<file path="src/rtl/fetch_queue_pkg.sv">
// fetch_pkg: shared constants and FSM state encoding for the instruction
// prefetch queue (fetch_queue, byte_fifo, fetch_queue_if).
package fetch_pkg;
   localparam int PC_WIDTH   = 16;
   localparam int DATA_WIDTH = 8;

   typedef enum logic [1:0] {
      IDLE    = 2'd0,
      REQ     = 2'd1,
      DISCARD = 2'd2
   } fetch_state_t;
endpackage

</file>
<file path="src/rtl/fetch_queue_if.sv">
// fetch_queue_if: memory read handshake plus the dispatch-side view of the
// prefetch queue.
//   master : the fetch_queue itself (drives MEM_ADDR/MEM_REQ, queue heads,
//            LEVEL, POP_ERR, FETCH_COUNT).
//   slave  : memory + dispatch logic (drives MEM_ACK/MEM_DATA, pops,
//            LOAD_PC/PC_IN, HALT).
interface fetch_queue_if import fetch_pkg::*; #(
   parameter int DEPTH = 4
) ();
   localparam int LW = $clog2(DEPTH) + 1;

   logic [PC_WIDTH-1:0]   MEM_ADDR;
   logic                  MEM_REQ;
   logic                  MEM_ACK;
   logic [DATA_WIDTH-1:0] MEM_DATA;
   logic [DATA_WIDTH-1:0] HEAD0;
   logic [DATA_WIDTH-1:0] HEAD1;
   logic [LW-1:0]         LEVEL;
   logic                  POP_ONE;
   logic                  POP_TWO;
   logic                  POP_ERR;
   logic                  LOAD_PC;
   logic [PC_WIDTH-1:0]   PC_IN;
   logic                  HALT;
   logic [15:0]           FETCH_COUNT;

   modport master (
      output MEM_ADDR, MEM_REQ, HEAD0, HEAD1, LEVEL, POP_ERR, FETCH_COUNT,
      input  MEM_ACK, MEM_DATA, POP_ONE, POP_TWO, LOAD_PC, PC_IN, HALT
   );

   modport slave (
      input  MEM_ADDR, MEM_REQ, HEAD0, HEAD1, LEVEL, POP_ERR, FETCH_COUNT,
      output MEM_ACK, MEM_DATA, POP_ONE, POP_TWO, LOAD_PC, PC_IN, HALT
   );
endinterface

</file>
<file path="src/rtl/fetch_queue_byte_fifo.sv">
// byte_fifo: synchronous circular byte buffer that can drop one or two bytes
// per cycle from the head.
//   clk, rst      : clock, synchronous active-high reset
//   push, din     : append din at the tail
//   pop1 / pop2   : drop one / two head bytes (caller guarantees legality)
//   flush         : empty the buffer (wins over push/pop)
//   level         : bytes held
//   head0, head1  : oldest / second-oldest byte, 8'h00 when that slot is empty
module byte_fifo import fetch_pkg::*; #(
   parameter int DEPTH = 4,
   parameter int LW    = $clog2(DEPTH) + 1
) (
   input  logic                  clk,
   input  logic                  rst,
   input  logic                  push,
   input  logic [DATA_WIDTH-1:0] din,
   input  logic                  pop1,
   input  logic                  pop2,
   input  logic                  flush,
   output logic [LW-1:0]         level,
   output logic [DATA_WIDTH-1:0] head0,
   output logic [DATA_WIDTH-1:0] head1
);
   localparam int PW = $clog2(DEPTH);

   logic [DATA_WIDTH-1:0] mem_q [DEPTH];
   logic [DATA_WIDTH-1:0] mem_d [DEPTH];
   logic [PW-1:0]         rd_q, rd_d, wr_q, wr_d;
   logic [LW-1:0]         level_q, level_d;
   logic [1:0]            npop;

   always_comb begin
      mem_d   = mem_q;
      rd_d    = rd_q;
      wr_d    = wr_q;
      level_d = level_q;
      npop    = pop2 ? 2'd2 : (pop1 ? 2'd1 : 2'd0);
      if (flush) begin
         rd_d    = '0;
         wr_d    = '0;
         level_d = '0;
      end else begin
         // pointers wrap by natural overflow (DEPTH is a power of two)
         rd_d = rd_q + PW'(npop);
         if (push) begin
            mem_d[wr_q] = din;
            wr_d        = wr_q + PW'(1);
         end
         level_d = level_q + LW'(push) - LW'(npop);
      end
   end

   always_ff @(posedge clk) begin
      if (rst) begin
         rd_q    <= '0;
         wr_q    <= '0;
         level_q <= '0;
         for (int i = 0; i < DEPTH; i++) mem_q[i] <= '0;
      end else begin
         rd_q    <= rd_d;
         wr_q    <= wr_d;
         level_q <= level_d;
         mem_q   <= mem_d;
      end
   end

   assign level = level_q;
   assign head0 = (level_q >= LW'(1)) ? mem_q[rd_q] : '0;
   assign head1 = (level_q >= LW'(2)) ? mem_q[rd_q + PW'(1)] : '0;
endmodule

</file>
<file path="src/rtl/fetch_queue.sv">
// fetch_queue: instruction prefetch buffer. Owns the program counter, issues
// one byte read at a time to program memory and queues the returned bytes
// for dispatch, which consumes one or two bytes per instruction.
//   CLK, RST : clock, synchronous active-high reset
//   bus      : fetch_queue_if.master (memory handshake, queue heads, LEVEL,
//              pops, LOAD_PC/PC_IN redirect, HALT, FETCH_COUNT)
// Optional: define FETCH_STATS_EN to count pushed bytes on FETCH_COUNT
// (saturating); otherwise FETCH_COUNT is constant zero.
module fetch_queue import fetch_pkg::*; #(
   parameter int                  DEPTH    = 4,
   parameter logic [PC_WIDTH-1:0] RESET_PC = 16'h0000
) (
   input  logic          CLK,
   input  logic          RST,
   fetch_queue_if.master bus
);
   localparam int LW = $clog2(DEPTH) + 1;

   fetch_state_t          state_q, state_d;
   logic [PC_WIDTH-1:0]   pc_q, pc_d;
   logic [PC_WIDTH-1:0]   addr_q, addr_d;
   logic                  pop_err_q, pop_err_d;
   logic                  push, flush, pop1, pop2;
   logic [1:0]            npop;
   logic [LW-1:0]         level, level_after_pop;
   logic [DATA_WIDTH-1:0] head0, head1;

   always_comb begin
      state_d         = state_q;
      pc_d            = pc_q;
      addr_d          = addr_q;
      pop_err_d       = 1'b0;
      push            = 1'b0;
      flush           = 1'b0;
      pop1            = 1'b0;
      pop2            = 1'b0;

      // pops: LOAD_PC swallows them silently; otherwise illegal ones flag
      if (bus.LOAD_PC) begin
         flush = 1'b1;
         pc_d  = bus.PC_IN;
      end else if (bus.POP_ONE || bus.POP_TWO) begin
         if ((bus.POP_ONE && bus.POP_TWO) ||
             (bus.POP_ONE && level < LW'(1)) ||
             (bus.POP_TWO && level < LW'(2))) begin
            pop_err_d = 1'b1;
         end else begin
            pop1 = bus.POP_ONE;
            pop2 = bus.POP_TWO;
         end
      end
      npop            = pop2 ? 2'd2 : (pop1 ? 2'd1 : 2'd0);
      level_after_pop = level - LW'(npop);

      case (state_q)
         IDLE: begin
            // only issue when the returning byte is guaranteed a slot;
            // a redirect waits one cycle so the fresh pc is used
            if (!bus.LOAD_PC && !bus.HALT && level_after_pop < LW'(DEPTH)) begin
               state_d = REQ;
               addr_d  = pc_q;
            end
         end
         REQ: begin
            if (bus.MEM_ACK) begin
               state_d = IDLE;
               if (!bus.LOAD_PC) begin
                  push = 1'b1;
                  pc_d = pc_q + 16'd1;
               end
            end else if (bus.LOAD_PC) begin
               // stale request still has to be retired before reissuing
               state_d = DISCARD;
            end
         end
         DISCARD: begin
            if (bus.MEM_ACK) state_d = IDLE;
         end
         default: state_d = IDLE;
      endcase
   end

   always_ff @(posedge CLK) begin
      if (RST) begin
         state_q   <= IDLE;
         pc_q      <= RESET_PC;
         addr_q    <= RESET_PC;
         pop_err_q <= 1'b0;
      end else begin
         state_q   <= state_d;
         pc_q      <= pc_d;
         addr_q    <= addr_d;
         pop_err_q <= pop_err_d;
      end
   end

   byte_fifo #(.DEPTH(DEPTH), .LW(LW)) u_fifo (
      .clk   (CLK),
      .rst   (RST),
      .push  (push),
      .din   (bus.MEM_DATA),
      .pop1  (pop1),
      .pop2  (pop2),
      .flush (flush),
      .level (level),
      .head0 (head0),
      .head1 (head1)
   );

   assign bus.MEM_REQ  = (state_q != IDLE);
   assign bus.MEM_ADDR = addr_q;
   assign bus.HEAD0    = head0;
   assign bus.HEAD1    = head1;
   assign bus.LEVEL    = level;
   assign bus.POP_ERR  = pop_err_q;

`ifdef FETCH_STATS_EN
   logic [15:0] count_q, count_d;

   always_comb begin
      count_d = count_q;
      if (push && count_q != 16'hFFFF) count_d = count_q + 16'd1;
   end

   always_ff @(posedge CLK) begin
      if (RST) count_q <= '0;
      else     count_q <= count_d;
   end

   assign bus.FETCH_COUNT = count_q;
`else
   assign bus.FETCH_COUNT = '0;
`endif
endmodule

</file>
<file path="src/flat_wrapper.sv">
// flat-port wrapper written by rule: the top's interface ports become plain ports
module fetch_queue_flat import fetch_pkg::*;
#(
   parameter int                  DEPTH    = 4,
   parameter logic [PC_WIDTH-1:0] RESET_PC = 16'h0000
)
  (CLK, RST, bus_MEM_ADDR, bus_MEM_REQ, bus_HEAD0, bus_HEAD1, bus_LEVEL, bus_POP_ERR, bus_FETCH_COUNT, bus_MEM_ACK, bus_MEM_DATA, bus_POP_ONE, bus_POP_TWO, bus_LOAD_PC, bus_PC_IN, bus_HALT);
  fetch_queue_if #(.DEPTH(DEPTH)) bus_i ();
  input  logic CLK;
  input  logic RST;
  output wire logic [$bits(bus_i.MEM_ADDR)-1:0] bus_MEM_ADDR;
  output wire logic [$bits(bus_i.MEM_REQ)-1:0] bus_MEM_REQ;
  output wire logic [$bits(bus_i.HEAD0)-1:0] bus_HEAD0;
  output wire logic [$bits(bus_i.HEAD1)-1:0] bus_HEAD1;
  output wire logic [$bits(bus_i.LEVEL)-1:0] bus_LEVEL;
  output wire logic [$bits(bus_i.POP_ERR)-1:0] bus_POP_ERR;
  output wire logic [$bits(bus_i.FETCH_COUNT)-1:0] bus_FETCH_COUNT;
  input wire logic [$bits(bus_i.MEM_ACK)-1:0] bus_MEM_ACK;
  input wire logic [$bits(bus_i.MEM_DATA)-1:0] bus_MEM_DATA;
  input wire logic [$bits(bus_i.POP_ONE)-1:0] bus_POP_ONE;
  input wire logic [$bits(bus_i.POP_TWO)-1:0] bus_POP_TWO;
  input wire logic [$bits(bus_i.LOAD_PC)-1:0] bus_LOAD_PC;
  input wire logic [$bits(bus_i.PC_IN)-1:0] bus_PC_IN;
  input wire logic [$bits(bus_i.HALT)-1:0] bus_HALT;
  assign bus_MEM_ADDR = bus_i.MEM_ADDR;
  assign bus_MEM_REQ = bus_i.MEM_REQ;
  assign bus_HEAD0 = bus_i.HEAD0;
  assign bus_HEAD1 = bus_i.HEAD1;
  assign bus_LEVEL = bus_i.LEVEL;
  assign bus_POP_ERR = bus_i.POP_ERR;
  assign bus_FETCH_COUNT = bus_i.FETCH_COUNT;
  assign bus_i.MEM_ACK = bus_MEM_ACK;
  assign bus_i.MEM_DATA = bus_MEM_DATA;
  assign bus_i.POP_ONE = bus_POP_ONE;
  assign bus_i.POP_TWO = bus_POP_TWO;
  assign bus_i.LOAD_PC = bus_LOAD_PC;
  assign bus_i.PC_IN = bus_PC_IN;
  assign bus_i.HALT = bus_HALT;
  fetch_queue #(.DEPTH(DEPTH), .RESET_PC(RESET_PC)) u_core (.CLK(CLK), .RST(RST), .bus(bus_i));
endmodule
</file>
<file path="config.mk">
export PLATFORM = sky130hd
export DESIGN_NAME = fetch_queue_flat
export DESIGN_NICKNAME = d
export VERILOG_FILES = /design/src/rtl/fetch_queue_pkg.sv /design/src/rtl/fetch_queue_if.sv /design/src/rtl/fetch_queue_byte_fifo.sv /design/src/rtl/fetch_queue.sv /design/src/flat_wrapper.sv
export SDC_FILE = /design/constraint.sdc
export NUM_CORES = 1
export LEC_CHECK = 0
export CELL_PAD_IN_SITES_DETAIL_PLACEMENT = 1
export CELL_PAD_IN_SITES_GLOBAL_PLACEMENT = 2
export CORE_MARGIN = 8
export CORE_UTILIZATION = 28
export CTS_CLUSTER_DIAMETER = 60
export DETAILED_ROUTE_END_ITERATION = 8
export GPL_ROUTABILITY_DRIVEN = 0
export GPL_TIMING_DRIVEN = 0
export PLACE_DENSITY = 0.86
export SYNTH_ARGS = -nofsm -noshare
export SYNTH_HDL_FRONTEND = slang
export SYNTH_HIERARCHICAL = 1
export SYNTH_SLANG_ARGS = --single-unit
</file>
<file path="constraint.sdc">
create_clock -name CLK -period 2.3 [get_ports CLK]
set_input_delay 0.46 -clock CLK [delete_from_list [all_inputs] [get_ports CLK]]
set_output_delay 0.46 -clock CLK [all_outputs]
set_load 0.03 [all_outputs]
</file>
==> results.py <==
metrics = {
    "setup_path": {
        "cpMaxStageDelayCell": "mux4_2",
        "critical_path_peak_fanout": 5,
        "cp_data_arrival_time_ns": 1.81,
        "critPathKind": "register to output port",
        "timing.critical_path.buf_inv": 2,
        "worst_path_cell_chain": "bufbuf_16, mux4_2, nor2b_1, buf_4",
        "critPathLaunchType": "register",
        "crit_path_max_incr_delay_ns": 0.51,
        "worst_ep_required_time_ns": 1.84,
        "cpLargestDelayFamily": "multiplexers",
        "end_kind": "output port",
    },
    "clock_network": {
        "numCtsBuffers": 9,
        "clock_transition_time_at_the_flip_flop_clock_pins_of_the_worst_setup_and_hold_paths_ns": 0.06,
        "holdBufCountCts": 0,
        "clk-insertion-delay-late_ns": 0.33,
        "cts-htree-levels": 3,
        "ctsLongestPathBuffers": 2,
        "root_buffer": "clkbuf_16",
        "clkSinkCount": 74,
        "cts_tree": "done",
    },
    "die": {
        "die_width_um": 135.1,
        "placementRows": 43,
        "top_level_port_count": 84,
        "die_area_sq_um": 18250,
        "initial_utilization": 0.2860,
        "fp.coreArea_sq_um": 13880,
        "fp.dieH_um": 135.1,
    },
    "logic_synthesis": {
        "synth_top_flop_cell": "dfxtp_1",
        "netlist_instances": 408,
        "synth.cell_area_sq_um": 3970,
        "synth_async_sr_flop_share": 0,
        "synth-seq-area-share": 0.3731,
        "syn_area_per_cell_sq_um": 9.731,
        "postSynthRegisterBits": 74,
        "synth.lib_cells_used.distinct": 44,
        "post-synth-top-area-fraction": 0.3731,
        "synthMostInstantiatedCell": "dfxtp_1",
        "ys_top_cells_by_area": "dfxtp_1 (37%), mux2i_1 (13%), mux4_2 (9.1%)",
        "netlist_top_cells_count": "dfxtp_1 (74), nor2_1 (58), mux2i_1 (51), nand2b_1 (33)",
        "yosys.area.top_type": "dfxtp_1",
        "ys.warnings.count": 6,
        "synth_enable_flop_cells": 0,
    },
    "grt": {
        "use_met2": 0.2121,
        "grtUsageTotal": 0.1244,
        "first_global_vias": 3480,
        "globalRouteMet3Util": 0.03938,
        "global_route_wire_length_before_repair_um": 18290,
        "grt_remaining_overflow": 0,
        "grt_max_degree": 13,
        "met1_usage": 0.1520,
        "top_usage_layer": "met2",
        "antenna_violations_before_repair": 0,
    },
    "drt": {
        "drt_antenna_net_count": 0,
        "wl_per_cell_um": 16.37,
        "vias": 3220,
        "firstDrtPassIters": 4,
        "initialDrtViolationCount": 117,
        "drt-vias-per-instance": 4.613,
        "remaining_drc_errors": 0,
        "total_routed_wirelength_um": 11430,
    },
    "finish": {
        "fraction_of_layout_instances_using_a_drive_strength_above_1": 0.2124,
        "area_growth_syn_to_layout_pct": 35.68,
        "post_route_core_utilization": 0.3880,
        "antenna_cells_inserted": 0,
        "nets": 553,
        "finalInstanceArea_sq_um": 5386,
    },
    "outcome": {
        "run_status": "finished clean",
    },
    "flow_run": {
        "max_cap_violations": 0,
    },
    "place": {
        "dpl-instance-area_sq_um": 4927,
        "hpwlAfterDp_um": 8282,
        "port_buffers": 67,
    },
    "sta": {
        "drv_slew": 0,
        "worst_pin_slew_ns": 0.7703,
        "fin_crit_ns": 2.275,
        "rsz0062_at_grt": "true",
        "finalSetupViolCount": 0,
        "finalClockSkew_ns": 0.009070,
        "min_period_over_period": 0.9890,
        "max_slew_headroom_at_the_worst_pin": 0.4837,
        "hold_ws_ns": 0.4177,
        "finalHoldViolations": 0,
        "max_freq_ghz": 0.4396,
    },
    "power": {
        "p_leak_uw": 0.002190,
        "finalPower_uw": 3041,
        "p_per_area_nw_per_um2": 564.6,
        "vdd.ir_drop.worst_uv": 303.2,
    },
    "hold_path": {
        "worstHoldPathType": "input pin to register",
    },
}
## registers in the layout (all words and copies together) (netlist names)
register and flops:
u_core/bus.POP_ERR 1, u_core/bus.MEM_ADDR 16, u_core/u_fifo/wr_q 2, u_core/u_fifo/level 3
u_core/state_q 2, u_core/u_fifo/mem_q 32, u_core/pc_q 16, u_core/u_fifo/rd_q 2
## worst paths after layout
kind / startpoint / cells past startpoint / end / slack (ns)
hold reg to reg: u_core/bus.MEM_ADDR[9] / 2 / u_core/bus.MEM_ADDR[9] / 0.48
setup reg to reg: u_core/u_fifo/level[0] / 10 / u_core/u_fifo/level[2] / 0.14
hold / removal: bus_MEM_ACK / 2 / u_core/state_q[1] / 0.42
setup / recovery: u_core/u_fifo/rd_q[0] / 4 / bus_HEAD1[5] / 0.03
## what timing repair did
action	4_1_cts	5_1_grt
pin swaps	2	1
hold endpoints to repair	0	0
gates cloned	1	0
endpoints found under the setup margin	37	33
setup buffers	4	7
resized for setup	88	34
## layout by cell type (no fill, tap or decap), drive strengths merged, types with 5 or more instances in the layout
master         netlist  final
o21ai                6      6
or3                  7      7
nor2b               16     16
mux4                16     16
a211oi               8      8
mux2i               51     51
dfxtp               74     74
buf                 26     52
nand2b              33     33
nor3                 8      8
clkdlybuf4s50        0     47
ha                   8      8
clkbuf              15     27
a311oi               6      6
nand2               12     12
nor2                58     58
inv                 12     12
conb                 1     16
nand3                5      5
xnor2                8      8
nand3b               6      6
## layer usage
metal,share of wire,vias up
li1,-,1591
met1,0.46,1553
met2,0.48,71
met3,0.051,5
met4,0.0038,0
met5,0,-
## layout make-up
type | count | area (sq um)
Fill cell | 1599 | 8494
Multi-Input combinational cell | 296 | 2318
Sequential cell | 74 | 1491
Timing Repair Buffer | 79 | 734.5
Buffer | 41 | 280.3
Clock buffer | 12 | 266.5
Tap cell | 180 | 225.2
Inverter | 12 | 45.04
Clock inverter | 4 | 25.02
## cells by family after synthesis
kind of cell	synth area share
fa+ha+maj	0.03026
compound gates	0.06051
simple gates	0.2131
flops	0.3731
other cells	0.0009446
xor+xnor	0.02427
buf+inv	0.07564
mux	0.2222
## report_power, final
part           internal (uW)  total, uW  switching (uW)
logic                    155        337             182
clock network            815       1360             544
registers               1310       1340            32.4
## worst reg2reg max path, stage by stage (launching register included)
cell	delay, ns
dfxtp_2	0.35
nor3_1	0.39
nor4b_4	0.10
nand2b_4	0.09
or2_2	0.13
nand2_1	0.06
ha_1	0.19
fa_2	0.37
xnor2_2	0.17
xnor2_1	0.13
nor2_1	0.05
## per-stage QoR
stage / worst slack, ns / TNS [ns] / cells
after global placement: -0.8572 / -21.50 / 670
final: 0.02532 / 0 / 698
after global routing: -0.03535 / -0.1556 / 698
after detailed placement: -0.9270 / -25.40 / 670
after floorplan: 0.007760 / 0 / 423
after CTS: -0.006760 / -0.006760 / 691
(Power assumes the default switching activity.)
